<file path="src/rtl/tx_ser_pkg.sv">
// tx_ser_pkg: serializer FSM state type and default parameter values
package tx_ser_pkg;
  typedef enum logic [1:0] {IDLE, LOAD, SHIFT, STUFF} tx_state_t;
  localparam int DEF_NUM_BITS = 8;
  localparam bit DEF_SHIFT_MSB = 1'b1;
  localparam logic DEF_IDLE_VAL = 1'b1;
  localparam bit DEF_STUFF_EN = 1'b1;
  localparam int DEF_STUFF_LEN = 6;
endpackage

</file>
<file path="src/rtl/tx_bit_counter.sv">
// tx_bit_counter: W-bit counter; in clk rst clr en, out cnt at_max (cnt == MAX, wraps to 0 on en)
module tx_bit_counter #(
  parameter int W = 4,
  parameter int MAX = 15
) (
  input  logic         clk,
  input  logic         rst,
  input  logic         clr,
  input  logic         en,
  output logic [W-1:0] cnt,
  output logic         at_max
);
  assign at_max = cnt == W'(MAX);
  always_ff @(posedge clk)
    if (rst || clr) cnt <= '0;
    else if (en) cnt <= at_max ? '0 : cnt + W'(1);
endmodule

</file>
<file path="src/rtl/tx_serializer.sv">
// tx_serializer: bit-stuffing parallel-to-serial shifter; in clk rst shift_enable data_in data_valid, out data_ready serial_out busy word_done
module tx_serializer
  import tx_ser_pkg::*;
#(
  parameter int   NUM_BITS  = DEF_NUM_BITS,
  parameter bit   SHIFT_MSB = DEF_SHIFT_MSB,
  parameter logic IDLE_VAL  = DEF_IDLE_VAL,
  parameter bit   STUFF_EN  = DEF_STUFF_EN,
  parameter int   STUFF_LEN = DEF_STUFF_LEN
) (
  input  logic                clk,
  input  logic                rst,
  input  logic                shift_enable,
  input  logic [NUM_BITS-1:0] data_in,
  input  logic                data_valid,
  output logic                data_ready,
  output logic                serial_out,
  output logic                busy,
  output logic                word_done
);
  localparam int BW = $clog2(NUM_BITS + 1);
  localparam int OW = $clog2(STUFF_LEN + 1);
  tx_state_t state, state_n;
  logic [NUM_BITS-1:0] sr, sr_n, hold, shifted;
  logic [BW-1:0] bit_cnt;
  logic [OW-1:0] ones_cnt;
  logic hold_full, out_bit, consume, last, stuff_hit, word_end, load, bit_max, ones_full, so_n;
  assign hold_full = ~data_ready;
  assign out_bit   = SHIFT_MSB ? sr[NUM_BITS-1] : sr[0];
  assign shifted   = SHIFT_MSB ? {sr[NUM_BITS-2:0], IDLE_VAL} : {IDLE_VAL, sr[NUM_BITS-1:1]};
  assign consume   = state == SHIFT && shift_enable;
  assign last      = bit_cnt == BW'(NUM_BITS - 1);
  assign stuff_hit = STUFF_EN && out_bit && ones_cnt == OW'(STUFF_LEN - 1);
  // a word finishes on its last data bit, or on the stuff bit that trails it (bit_cnt already at NUM_BITS)
  assign word_end  = (consume && last && !stuff_hit) || (state == STUFF && shift_enable && bit_max);
  assign load      = state == LOAD || (word_end && hold_full);
  assign word_done = !rst && consume && last;
  always_comb begin
    state_n = state;
    sr_n = sr;
    case (state)
      IDLE:    state_n = hold_full ? LOAD : IDLE;
      LOAD:    begin sr_n = hold; state_n = SHIFT; end
      SHIFT:   if (consume) begin sr_n = shifted; state_n = stuff_hit ? STUFF : SHIFT; end
      STUFF:   state_n = shift_enable ? SHIFT : STUFF;
      default: state_n = IDLE;
    endcase
    if (word_end) begin
      state_n = hold_full ? SHIFT : IDLE;
      sr_n = hold_full ? hold : sr_n;
    end
  end
  assign so_n = state_n == SHIFT ? (SHIFT_MSB ? sr_n[NUM_BITS-1] : sr_n[0]) : state_n == STUFF ? 1'b0 : IDLE_VAL;
  always_ff @(posedge clk)
    if (rst) begin
      state <= IDLE;
      sr <= {NUM_BITS{IDLE_VAL}};
      hold <= '0;
      data_ready <= 1'b1;
      serial_out <= IDLE_VAL;
      busy <= 1'b0;
    end else begin
      state <= state_n;
      sr <= sr_n;
      serial_out <= so_n;
      busy <= state_n != IDLE;
      if (data_valid && data_ready) begin
        hold <= data_in;
        data_ready <= 1'b0;
      end else if (load) data_ready <= 1'b1;
    end
  tx_bit_counter #(.W(BW), .MAX(NUM_BITS)) u_bit_cnt (
    .clk(clk), .rst(rst), .clr(load), .en(consume), .cnt(bit_cnt), .at_max(bit_max)
  );
  // ones_full only holds in STUFF, so its strobe is the stuff bit being sent
  tx_bit_counter #(.W(OW), .MAX(STUFF_LEN)) u_ones_cnt (
    .clk(clk), .rst(rst),
    .clr(!STUFF_EN || (ones_full && shift_enable) || (consume && !out_bit) || (word_end && !hold_full)),
    .en(STUFF_EN && consume && out_bit), .cnt(ones_cnt), .at_max(ones_full)
  );
endmodule
</file>
<file path="config.mk">
export PLATFORM = sky130hd
export DESIGN_NAME = tx_serializer
export DESIGN_NICKNAME = d
export VERILOG_FILES = /design/src/rtl/tx_ser_pkg.sv /design/src/rtl/tx_bit_counter.sv /design/src/rtl/tx_serializer.sv
export SDC_FILE = /design/constraint.sdc
export NUM_CORES = 1
export LEC_CHECK = 0
export BUFFER_PORTS_ARGS = -buffer_cell sky130_fd_sc_hd__buf_2
export CORE_MARGIN = 3
export CORE_UTILIZATION = 40
export CTS_CLUSTER_DIAMETER = 60
export CTS_CLUSTER_SIZE = 16
export DETAILED_ROUTE_END_ITERATION = 8
export GPL_ROUTABILITY_DRIVEN = 0
export HOLD_SLACK_MARGIN = 0.15
export MAX_ROUTING_LAYER = met4
export RECOVER_POWER = 100
export SYNTH_ARGS = -nofsm -noshare
export SYNTH_HDL_FRONTEND = slang
export SYNTH_SLANG_ARGS = --single-unit
</file>
<file path="constraint.sdc">
create_clock -name clk -period 5.3 [get_ports clk]
set_clock_uncertainty 0.1 [all_clocks]
set_input_delay 0.53 -clock clk [delete_from_list [all_inputs] [get_ports clk]]
set_output_delay 0.53 -clock clk [all_outputs]
set_load 0.01 [all_outputs]
</file>
# ---- Yosys cells after proc, flatten, opt, wreduce, memory -nomap -nowiden
# Index checks and enable logic that the tools add are counted.
# Widths: inputs -> output; s select.
dict set report word_totals {
  memories 0
  mem_bits_ro 0
  latchBits 0
  ram_bits 0
  register_bits 28
  output_inout_bits 4
}
dict set report classes {
  shift 0
  n_lt_le_gt_ge 0
  mux 17
  n_div 0
  bitwise_logic 1
  mul 0
  reduce_logical 26
  n_eq_ne 9
  add_sub_neg 2
}
# op count
set op_table {}
lappend op_table {{$mux 8} 3}
lappend op_table {{$pmux 8 s2} 1}
lappend op_table {{$logic_and 1x1->1} 14}
lappend op_table {{$eq 2x2->1 const B} 4}
lappend op_table {{$pmux 2 s4} 1}
lappend op_table {{$mux 1} 7}
lappend op_table {{$eq 3x3->1 const B} 2}
lappend op_table {{$logic_or 1x1->1} 6}
lappend op_table {{$mux 2} 3}
lappend op_table {{$add 4x1->4 const B} 1}
lappend op_table {{$eq 4x3->1 const B} 1}
lappend op_table {{$eq 4x4->1 const B} 1}
lappend op_table {{$mux 4} 1}
lappend op_table {{$reduce_bool 2->1} 2}
lappend op_table {{$add 3x1->3 const B} 1}
lappend op_table {{$logic_not 1->1} 3}
lappend op_table {{$mux 3} 1}
lappend op_table {{$eq 2x1->1 const B} 1}
lappend op_table {{$logic_not 2->1} 1}
lappend op_table {{$not 1->1} 1}

# ---- Longest topological paths before layout
# Gate-level depths: netlist (run 1).
dict set report depth {
  depth_word 9
  ltp_mapped 9
  ltp_nobuf 7
}

# ---- By module
# From an unflattened synthesis (run 1), not the netlist that was laid out.
dict set report unflattened {
  hier_cells 176
  hier_area_um2 1452.6
}
# mod cells_per_inst n_inst area_each_um2 seq_area_each_um2
set by_module_without_submodules {}
lappend by_module_without_submodules {tx_serializer 142 1 1117.3 420.4}
lappend by_module_without_submodules {{tx_bit_counter (u_bit_cnt)} 20 1 192.7 80.1}
lappend by_module_without_submodules {{tx_bit_counter (u_ones_cnt)} 14 1 142.6 60.1}

# ---- Worst setup path after synthesis (run 1)
# No wires, ideal clock.
dict set report synth_path {
  path_kind {flip-flop to flip-flop}
  start {reg state[0]}
  end {reg sr[0]}
  setup_time_ns 0.122
  synth_period_minus_slack_ns 2.147
  arrival_ns 1.925
  slack_ns 3.153
  stages_incl_launch_ff 9
  cell_sequence {dfxtp_1 inv_1 ha_1 buf_4 nand2_2 or4_4 a21o_1 buf_6 a221o_1}
}
dict set report synth_between {
  elab_chain_cells 6
}
# element line
set synth_rtl {}
lappend synth_rtl {{start, declared} tx_serializer.sv:23} ;# tx_state_t state, state_n;
lappend synth_rtl {{start signal, assigned} tx_serializer.sv:63} ;# state <= state_n;
lappend synth_rtl {{$eq 2x2->1} {tx_serializer.sv:31, tx_serializer.sv:41}}
lappend synth_rtl {{$logic_and 1x1->1} tx_serializer.sv:31} ;# assign consume = state == SHIFT && shift_enable;
lappend synth_rtl {{$mux 8 / $logic_and 1x1->1 (equally long branches)} {tx_serializer.sv:44, tx_serializer.sv:35}}
lappend synth_rtl {{$pmux 8 s2 / $logic_and 1x1->1 (equally long branches)} {tx_serializer.sv:41, tx_serializer.sv:35}}
lappend synth_rtl {{$mux 8 / $logic_or 1x1->1 (equally long branches)} {tx_serializer.sv:50, tx_serializer.sv:35}}
lappend synth_rtl {{$mux 8 (*)} tx_serializer.sv:48} ;# if (word_end) begin
lappend synth_rtl {{end signal, assigned} tx_serializer.sv:57} ;# sr <= {NUM_BITS{IDLE_VAL}};
lappend synth_rtl {{end signal, assigned} tx_serializer.sv:64} ;# sr <= sr_n;
lappend synth_rtl {{end, declared} tx_serializer.sv:24} ;# logic [NUM_BITS-1:0] sr, sr_n, hold, shifted;
# Mark *: on every way between the ends. The rest lies on a longest branch, timed or not.
# A chain may end at the register's enable or synchronous reset.

# ---- Worst setup path after layout (run 1)
dict set report layout_path {
  start {reg state[0]}
  end {out word_done}
}
dict set report layout_between {
  elab_chain_cells 4
}
# element line
set layout_rtl {}
lappend layout_rtl {{$eq 2x2->1} tx_serializer.sv:31}
lappend layout_rtl {{$logic_and 1x1->1} tx_serializer.sv:31}
lappend layout_rtl {{$logic_and 1x1->1 (2 in a row)} tx_serializer.sv:37} ;# assign word_done = !rst && consume && last;
lappend layout_rtl {{end, declared} tx_serializer.sv:19} ;# output logic word_done
# No other way between the ends.

==> reports/qor.txt, run 1 <==
Multiplexer area fraction after synthesis -> 1.41%
Peak VDD IR -> 0.152 mV
Final Hold Fails -> 0
Clock sink total -> 28
Clk buf depth -> 2
Synth Area in Adders -> 6.19%
Crit-path cells -> inv_1 > ha_1 > nand2_1 > or3_1 > nor2_1 > clkbuf_1
Met3 WL -> 120 um
Die ar. -> 4290 um^2
Post-cts sizing count -> 0
Post-route ant nets -> 0
F_max -> 365 MHz
Unique masters post-synth -> 34
Worst Path Arrival -> 2110 ps
Share of cells above drive strength 1 -> 8.51%
Final wirelength -> 2880 um
Startpoint types -> register
Final WS setup -> 2560 ps
Power per Cell Area -> 335 nW/um^2
Routed vias -> 1234
Synth Area in Compound Gates -> 24.0%
Starting Density -> 44.2%
Crit path max-delay family -> simple AND/OR/NAND/NOR gates
Lkg Pwr -> 0.000650 uW
Die H -> 65.5 um
FP Rows -> 20
Area Growth Syn to Fin -> 7.52%
Maxcap violations -> 0
# setup viols final -> 0
DR vias/cell -> 5.32
Xor-xnor portion of the synthesized cell area -> 0%
Synth Instances -> 179
Core region area -> 3200 um^2
TritonCTS clock tree -> done
Worst path bufs/invs -> 2
Clk pin slew, worst setup/hold paths -> 150 ps
Vias in the first global route -> 1144
Min Tclk post-route -> 2740 ps
Top Layer Used -> met4
GRT Util Overall -> 15.6%
Grt ovf -> 0
DP HPWL -> 2160 um
Syn Nets -> 198
Largest family of logic cells by synthesized area -> compound AO/OA/AOI/OAI gates
Most frequent cells in the layout -> 28 x nand2_1, 28 x dfxtp_1, 20 x a21oi_1
Worst slew pin tran -> 505 ps
CP Data Required Time -> 4670 ps
Port Buf Inserts -> 15
Crit-path slowest cell -> or3_1
First-pass GRT wire length -> 5180 um
Design Power -> 510 uW
Warnings from Yosys -> 0
Critical Path Fanout Max -> 10
Post-CTS Setup Inserts -> 0
Simple-gate area share of the yosys netlist -> 21.9%
Cts hold-fix bufs -> 0
Post-synthesis cell area -> 1420 um^2
WL per Instance -> 12.4 um
CTS buffer count -> 3
Hold Path Class -> in -> reg
Worst skew pair latency -> 320 ps
Cell taking the most area after synthesis -> dfxtp_1
Final hold slack -> 332 ps
Sequential element share of the synthesized area -> 39.6%
Unrepaired setup endpoints after global routing -> no
Fin nets -> 208
Ant. Diodes -> 0
Final TNS setup -> 0 ps
Slowest stage delay, CP -> 410 ps
Share of the synthesized area in the top cell type -> 39.6%
Slew headroom -> 66.3%
Mapped Avg Cell Area -> 7.91 um^2
TritonRoute pass-1 iters -> 4
Status -> complete, no violations
Pre-CTS setup slack -> 2870 ps
Crit Path Category -> reg -> out
Clock root buffer -> clkbuf_4
Final period util -> 51.8%
Max Slew Vio Count -> 0
Largest net degree at the start of global routing -> 21
Initial DRC count -> 43
Synth area leaders -> dfxtp_1 40%, nand2_1 7.2%, a21oi_1 7.1%, ha_1 6.2%, nand3_1 6.0%
H-tree Lvls -> 1
# DRC -> 0
Worst setup EP type -> primary output
IO Count -> 16
DRT met1 WL -> 1550 um
DIE WIDTH -> 65.5 um
Flops & latches, synth -> 28
Met2 wire length -> 1170 um
Antenna violations before repair -> 0
## synthesized netlist by cell type
master    count
nand4_1       1
a31oi_1       1
mux2i_1       2
or3_1         2
a311oi_1      1
clkbuf_1      6
o22ai_1       1
nand2_2       2
or4_4         1
o221ai_1      1
nor2_1        7
and3b_1       1
inv_1        13
o21ai_1       1
o31ai_1       2
o21ai_0      14
a21o_1        2
and2_1        2
a211o_1       1
buf_6         1
nor3_1        3
a21oi_1      20
o211a_1       1
nand3_1      17
buf_4         1
nand4b_1      1
and4b_1       1
buf_1         2
ha_1          7
o21a_1        1
dfxtp_1      28
nand2_1      27
a221o_1       7
a21boi_1      1
## sequential cells by signal, summed over array words and instances, names as in the netlist
name / flops
busy: 1
data_ready: 1
hold: 8
serial_out: 1
sr: 8
state: 2
u_bit_cnt.cnt: 4
u_ones_cnt.cnt: 3
## area by class of cell
class	count	area, um^2
flip-flops and latches	28	561
clock buffers	4	36.3
fillers	330	1680
repair buffers	15	70.1
inverters	13	48.8
multi-input cells	128	751
well taps	44	55.1
## worst paths after layout
kind | depth (start not counted) | slack, ps | endpoint | start
setup / recovery | 6 | 2560 | word_done | state[0]$_SDFF_PP0_
hold / removal | 3 | 330 | hold[7]$_SDFFE_PP0P_ | data_in[7]
setup reg to reg | 6 | 2750 | serial_out$_SDFF_PP1_ | state[0]$_SDFF_PP0_
hold reg to reg | 2 | 380 | hold[6]$_SDFFE_PP0P_ | hold[6]$_SDFFE_PP0P_
## cells by family after synthesis
logic type	after synthesis
AO/OA/AOI/OAI	54
multiplexers	2
flip-flops	28
AND/OR/NAND/NOR	65
buffers and inverters	23
adder cells (fa/ha/maj)	7
## worst reg2reg max path, delay by kind of cell, from the launching register on
kind / cells / cell delay, ps
flops: 1 / 370
simple gates: 2 / 840
fa+ha+maj: 1 / 360
compound gates: 2 / 660
buf+inv: 1 / 110
## power breakdown
part           internal, uW  total (uW)  switching, uW
sequential              241         263           21.2
combinational          58.0         144           85.6
clock                  42.0         103           61.3
total                   341         510            168
## through the flow
| step | std cells | instance area [um^2] | util, % |
|---|---|---|---|
| 4_1_cts | 232 | 1530 | 47.9 |
| 3_5_place_dp | 228 | 1500 | 46.7 |
| 6_report | 232 | 1520 | 47.5 |
| 5_1_grt | 232 | 1520 | 47.5 |
| 3_3_place_gp | 228 | 1500 | 46.7 |
| 2_1_floorplan | 179 | 1420 | - |
## layer usage
metal  global-route usage, %  vias to the layer above
met5                       -                        -
met4                    5.70                        0
met3                    1.71                        4
met2                    22.0                       25
met1                    22.8                      554
li1                        -                      651
No activity file was read; power rests on OpenSTA's default activity.
==> inputs of run 2 (changes only) <==
- clock period: 5.3 -> 2.3 ns (I/O delays scaled with it)
==> run 2 against run 1 <==
Against the previous run:
- hold slack worse by 140 ps
- critical path depth did not move
- sequential power up 130%
- largest cell class unchanged
- sequential share of layout area fell by 4.1 points
- cell area rose by 13%
- clock power increased by 130%
- worst setup slack got worse by 2400 ps
- routed wire length increased by 9.5%
- die area is the same
- largest power group unchanged
==> reports/qor.txt, run 2 (synthesis gave the netlist of run 1 again) <==
Critical Path Fanout Max -> 4
Final instance area -> 1710 um^2
Peak VDD IR -> 0.379 mV
First-pass GRT wire length -> 5460 um
Most frequent cells in the layout -> 28 x nand2_1, 28 x dfxtp_1, 20 x a21oi_1
Fin util -> 53.5%
Slew headroom -> 62.4%
Ant. Diodes -> 0
Status -> complete, no violations
Final Hold Fails -> 0
Grt ovf -> 0
Largest net degree at the start of global routing -> 21
IO Count -> 16
FF-to-FF setup slack -> 170 ps
Min Tclk post-route -> 2130 ps
Met2 wire length -> 1400 um
Power per Cell Area -> 703 nW/um^2
Die ar. -> 4290 um^2
Die H -> 65.5 um
Final wirelength -> 3150 um
Worst Hold Launch -> rst
Final period util -> 92.6%
DR vias/cell -> 5.36
Clk pin slew, worst setup/hold paths -> 140 ps
Core region area -> 3200 um^2
Worst slew pin tran -> 564 ps
DRT met1 WL -> 1590 um
Clock root buffer -> clkbuf_4
TritonCTS clock tree -> done
Pre-CTS setup slack -> 196 ps
Fill cell count -> 327
Final TNS setup -> 0 ps
FP Rows -> 20
Post-route ant nets -> 0
H-tree Lvls -> 1
Met3 WL -> 136 um
Initial DRC count -> 58
Area Growth Syn to Fin -> 21.1%
Post-CTS Setup Inserts -> 0
# DRC -> 0
Final hold slack -> 194 ps
Max Slew Vio Count -> 0
Worst setup EP type -> register
Top Layer Used -> met4
Port Buf Inserts -> 15
CP Data Required Time -> 2400 ps
WHS Path Cells -> 2
Share of cells above drive strength 1 -> 10.6%
F_max -> 469 MHz
# setup viols final -> 0
WL per Instance -> 12.5 um
Biggest registers after layout -> hold: 8 flops, sr: 8 flops, u_bit_cnt.cnt: 4 flops
Crit Path Category -> reg -> reg
Worst skew pair latency -> 320 ps
Dpl cell area -> 1530 um^2
R2R Path Start -> state[0]$_SDFF_PP0_
Clk buf depth -> 2
R2R depth -> 6
Startpoint types -> register
Unrepaired setup endpoints after global routing -> no
DIE WIDTH -> 65.5 um
Lkg Pwr -> 0.000727 uW
Maxcap violations -> 0
DP HPWL -> 2180 um
TritonRoute pass-1 iters -> 4
Routed vias -> 1350
Vias in the first global route -> 1208
Starting Density -> 44.2%
Final WS setup -> 170 ps
GRT Util Overall -> 16.3%
Clock sink total -> 28
CTS buffer count -> 3
Fin nets -> 228
Crit Reg-Reg Endpoint -> serial_out$_SDFF_PP1_
Antenna violations before repair -> 0
Worst Path Arrival -> 2230 ps
Hold Path Class -> in -> reg
Hold Path End -> hold[4]$_SDFFE_PP0P_
run 2: changes by cell type in the layout (fill, tap and decap cells not counted):
cell           previous run  this run
o21ai_0                  15        14
dlygate4sd3_1             0        16
clkbuf_1                  4         3
and2_1                    1         2
buf_4                     0         3
and2_0                    1         0
o21ai_1                   0         1
buf_2                    11        13
or4_1                     1         0
or4_4                     0         1
run 2: how the worst max path moves through the flow:
stage / end / from / slack [ps]
floorplan: sr[0]$_SDFF_PP1_ / state[0]$_SDFF_PP0_ / 150
global placement: serial_out$_SDFF_PP1_ / state[0]$_SDFF_PP0_ / 210
detailed placement: serial_out$_SDFF_PP1_ / state[0]$_SDFF_PP0_ / 200
CTS: word_done / state[0]$_SDFF_PP0_ / 160
global route: serial_out$_SDFF_PP1_ / state[0]$_SDFF_PP0_ / 9
finish: serial_out$_SDFF_PP1_ / state[0]$_SDFF_PP0_ / 170
run 2: where the power goes:
group / internal [uW] / switching, uW
combinational: 160 / 211
sequential: 556 / 42.5
clock: 96.8 / 138
total: 813 / 392
run 2: layout make-up:
class | instances | area, um^2 | share of cell area (%)
clock buffer | 4 | 36.3 | 2.12
sequential | 28 | 561 | 32.7
timing repair buffer | 35 | 259 | 15.1
tap | 44 | 55.1 | 3.21
multi-input combinational | 128 | 754 | 44.0
inverter | 13 | 48.8 | 2.85
run 2: routing by layer:
| layer | vias up | global-route usage (%) |
|---|---|---|
| met5 | - | - |
| met4 | 0 | 3.89 |
| met3 | 4 | 1.54 |
| met2 | 36 | 25.5 |
| met1 | 620 | 22.9 |
| li1 | 690 | - |
run 2: through the flow:
stage,cells,total power (uW)
2_1_floorplan,179,864
3_3_place_gp,232,947
3_5_place_dp,232,957
4_1_cts,252,1220
5_1_grt,252,1300
6_report,252,1200
run 2: worst max-delay path, cell delays in order (launching register included):
cell      delay (ps)
dfxtp_1          360
inv_1            110
ha_1             170
nand2_1           70
or4_4            540
a311oi_1         510
o21ai_1          140
run 2: timing repair:
item / 4_1_cts / 5_1_grt
setup endpoints to repair: 0 / 1
endpoints found under the hold margin: 8 / 0
gates resized for setup: 0 / 1
hold buffers: 16 / 0
==> inputs of run 3 (changes only) <==
- CELL_PAD_IN_SITES_DETAIL_PLACEMENT: default -> 0
- CELL_PAD_IN_SITES_GLOBAL_PLACEMENT: default -> 2
- CORE_UTILIZATION: 40 -> 30
- PLACE_DENSITY_LB_ADDON: default -> 0.1
==> run 3 against run 2 <==
Against the previous run:
- via count down 2.5%
- routed wire length up 7.6%
- critical path depth up 1
- sequential cell count unchanged
- critical path type unchanged
- clock power up 28%
- non-clock buffer count down 7
- cell area down 2.5%
- register-to-register slack about the same
- utilization down 16 points
- highest routed layer unchanged
==> reports/qor.txt, run 3 (synthesis gave the netlist of run 1 again) <==
Die ar. -> 5580 um^2
Largest net degree at the start of global routing -> 21
Internal Power -> 858 uW
Switching share of power -> 31.6%
DP HPWL -> 2540 um
Worst setup EP type -> register
Clock root buffer -> clkbuf_8
TritonCTS clock tree -> done
Fill cell count -> 480
# DRC -> 0
Final period util -> 92.2%
Status -> complete, no violations
Area Growth Syn to Fin -> 18.1%
H-tree Lvls -> 1
Crit Path Category -> reg -> reg
Biggest registers after layout -> hold: 8 flops, sr: 8 flops, u_bit_cnt.cnt: 4 flops
Critical Path Fanout Max -> 9
CTS buffer count -> 3
Hold Path Class -> in -> reg
WHS Path Cells -> 3
Peak VDD IR -> 0.258 mV
Initial DRC count -> 42
Ant. Diodes -> 0
GRT Util Overall -> 13.7%
Post-cts sizing count -> 0
TritonRoute pass-1 iters -> 4
Startpoint types -> register
Commonest non-fill, non-tap cell in the layout -> dfxtp_1
Final hold slack -> 193 ps
Grt ovf -> 0
Clock power share -> 24.0%
Starting Density -> 31.8%
Routed vias -> 1316
F_max -> 472 MHz
Share of cells above drive strength 1 -> 11.4%
Die H -> 74.7 um
Worst skew pair latency -> 270 ps
Max Slew Vio Count -> 0
Port Buf Inserts -> 15
Post-route ant nets -> 0
Core region area -> 4440 um^2
IO Count -> 16
# setup viols final -> 0
DR vias/cell -> 5.20
DIE WIDTH -> 74.7 um
Sequential Power Share -> 47.6%
Unrepaired setup endpoints after global routing -> no
Final wirelength -> 3390 um
Min Tclk post-route -> 2120 ps
Worst Path Arrival -> 2160 ps
Fin nets -> 221
Power per Cell Area -> 750 nW/um^2
Clk buf depth -> 2
WL per Instance -> 13.4 um
R2R depth -> 7
Lkg Pwr -> 0.000717 uW
Post-CTS Setup Inserts -> 0
CP Data Required Time -> 2340 ps
Final TNS setup -> 0 ps
Psw -> 397 uW
Combinational power share -> 28.4%
Most frequent cells in the layout -> 28 x dfxtp_1, 27 x nand2_1, 20 x a21oi_1
Vias in the first global route -> 1194
Maxcap violations -> 0
Clock sink total -> 28
Clk pin slew, worst setup/hold paths -> 90 ps
FP Rows -> 24
Worst slew pin tran -> 671 ps
Slew headroom -> 55.3%
Final Hold Fails -> 0
Antenna violations before repair -> 0
First-pass GRT wire length -> 5680 um
==> run 3: power groups by stage <==
| stage | logic, uW | registers (uW) | clock network [uW] |
|---|---|---|---|
| after global routing | 412 | 607 | 331 |
| after CTS | 367 | 597 | 315 |
| after floorplan | 259 | 605 | 0 |
| final | 357 | 597 | 300 |
| after detailed placement | 355 | 609 | 0 |
| after global placement | 356 | 609 | 0 |
==> run 3: layout make-up <==
type	count	area [um^2]	area share, %
clock buffer	4	55.1	3.29
tap	52	65.1	3.89
timing repair buffer	28	185	11.1
multi-input combinational	128	757	45.3
inverter	13	48.8	2.92
sequential	28	561	33.5
==> run 3: through the flow <==
step	util, %	instance area, um^2	total power [uW]	setup slack [ps]	std cells
after CTS	37.8	1680	1280	163	253
final	37.6	1670	1250	180	253
after global routing	37.6	1670	1350	32.8	253
after global placement	34.7	1540	965	203	241
after floorplan	-	1420	864	153	179
after detailed placement	34.7	1540	964	177	241
==> run 3: worst paths after layout <==
check | start | to | slack (ps)
worst max-delay path | state[0]$_SDFF_PP0_ | serial_out$_SDFF_PP1_ | 180
worst min-delay path | data_valid | hold[5]$_SDFFE_PP0P_ | 190
worst max register to register | state[0]$_SDFF_PP0_ | serial_out$_SDFF_PP1_ | 180
worst min register to register | hold[4]$_SDFFE_PP0P_ | hold[4]$_SDFFE_PP0P_ | 360
==> run 3: what timing repair did <==
action                                 in CTS  in global routing
hold buffers                                8                  0
setup endpoints to repair                   0                  0
endpoints found under the hold margin       8                  0
==> run 3: routing by layer <==
metal,share of wire [%],routed length [um],up-vias,track usage (%)
met4,1.2,40,0,3.95
met1,47,1590,606,16.2
met5,0,0,-,-
li1,-,-,677,-
met3,3.5,120,4,3.07
met2,49,1650,29,23.2
==> run 3: worst max-delay path, stage by stage (launching register included) <==
cell,delay (ps)
dfxtp_1,350
inv_1,110
ha_1,200
nand2_2,60
or4_4,540
a21o_1,310
mux2i_1,230
o21ai_0,100
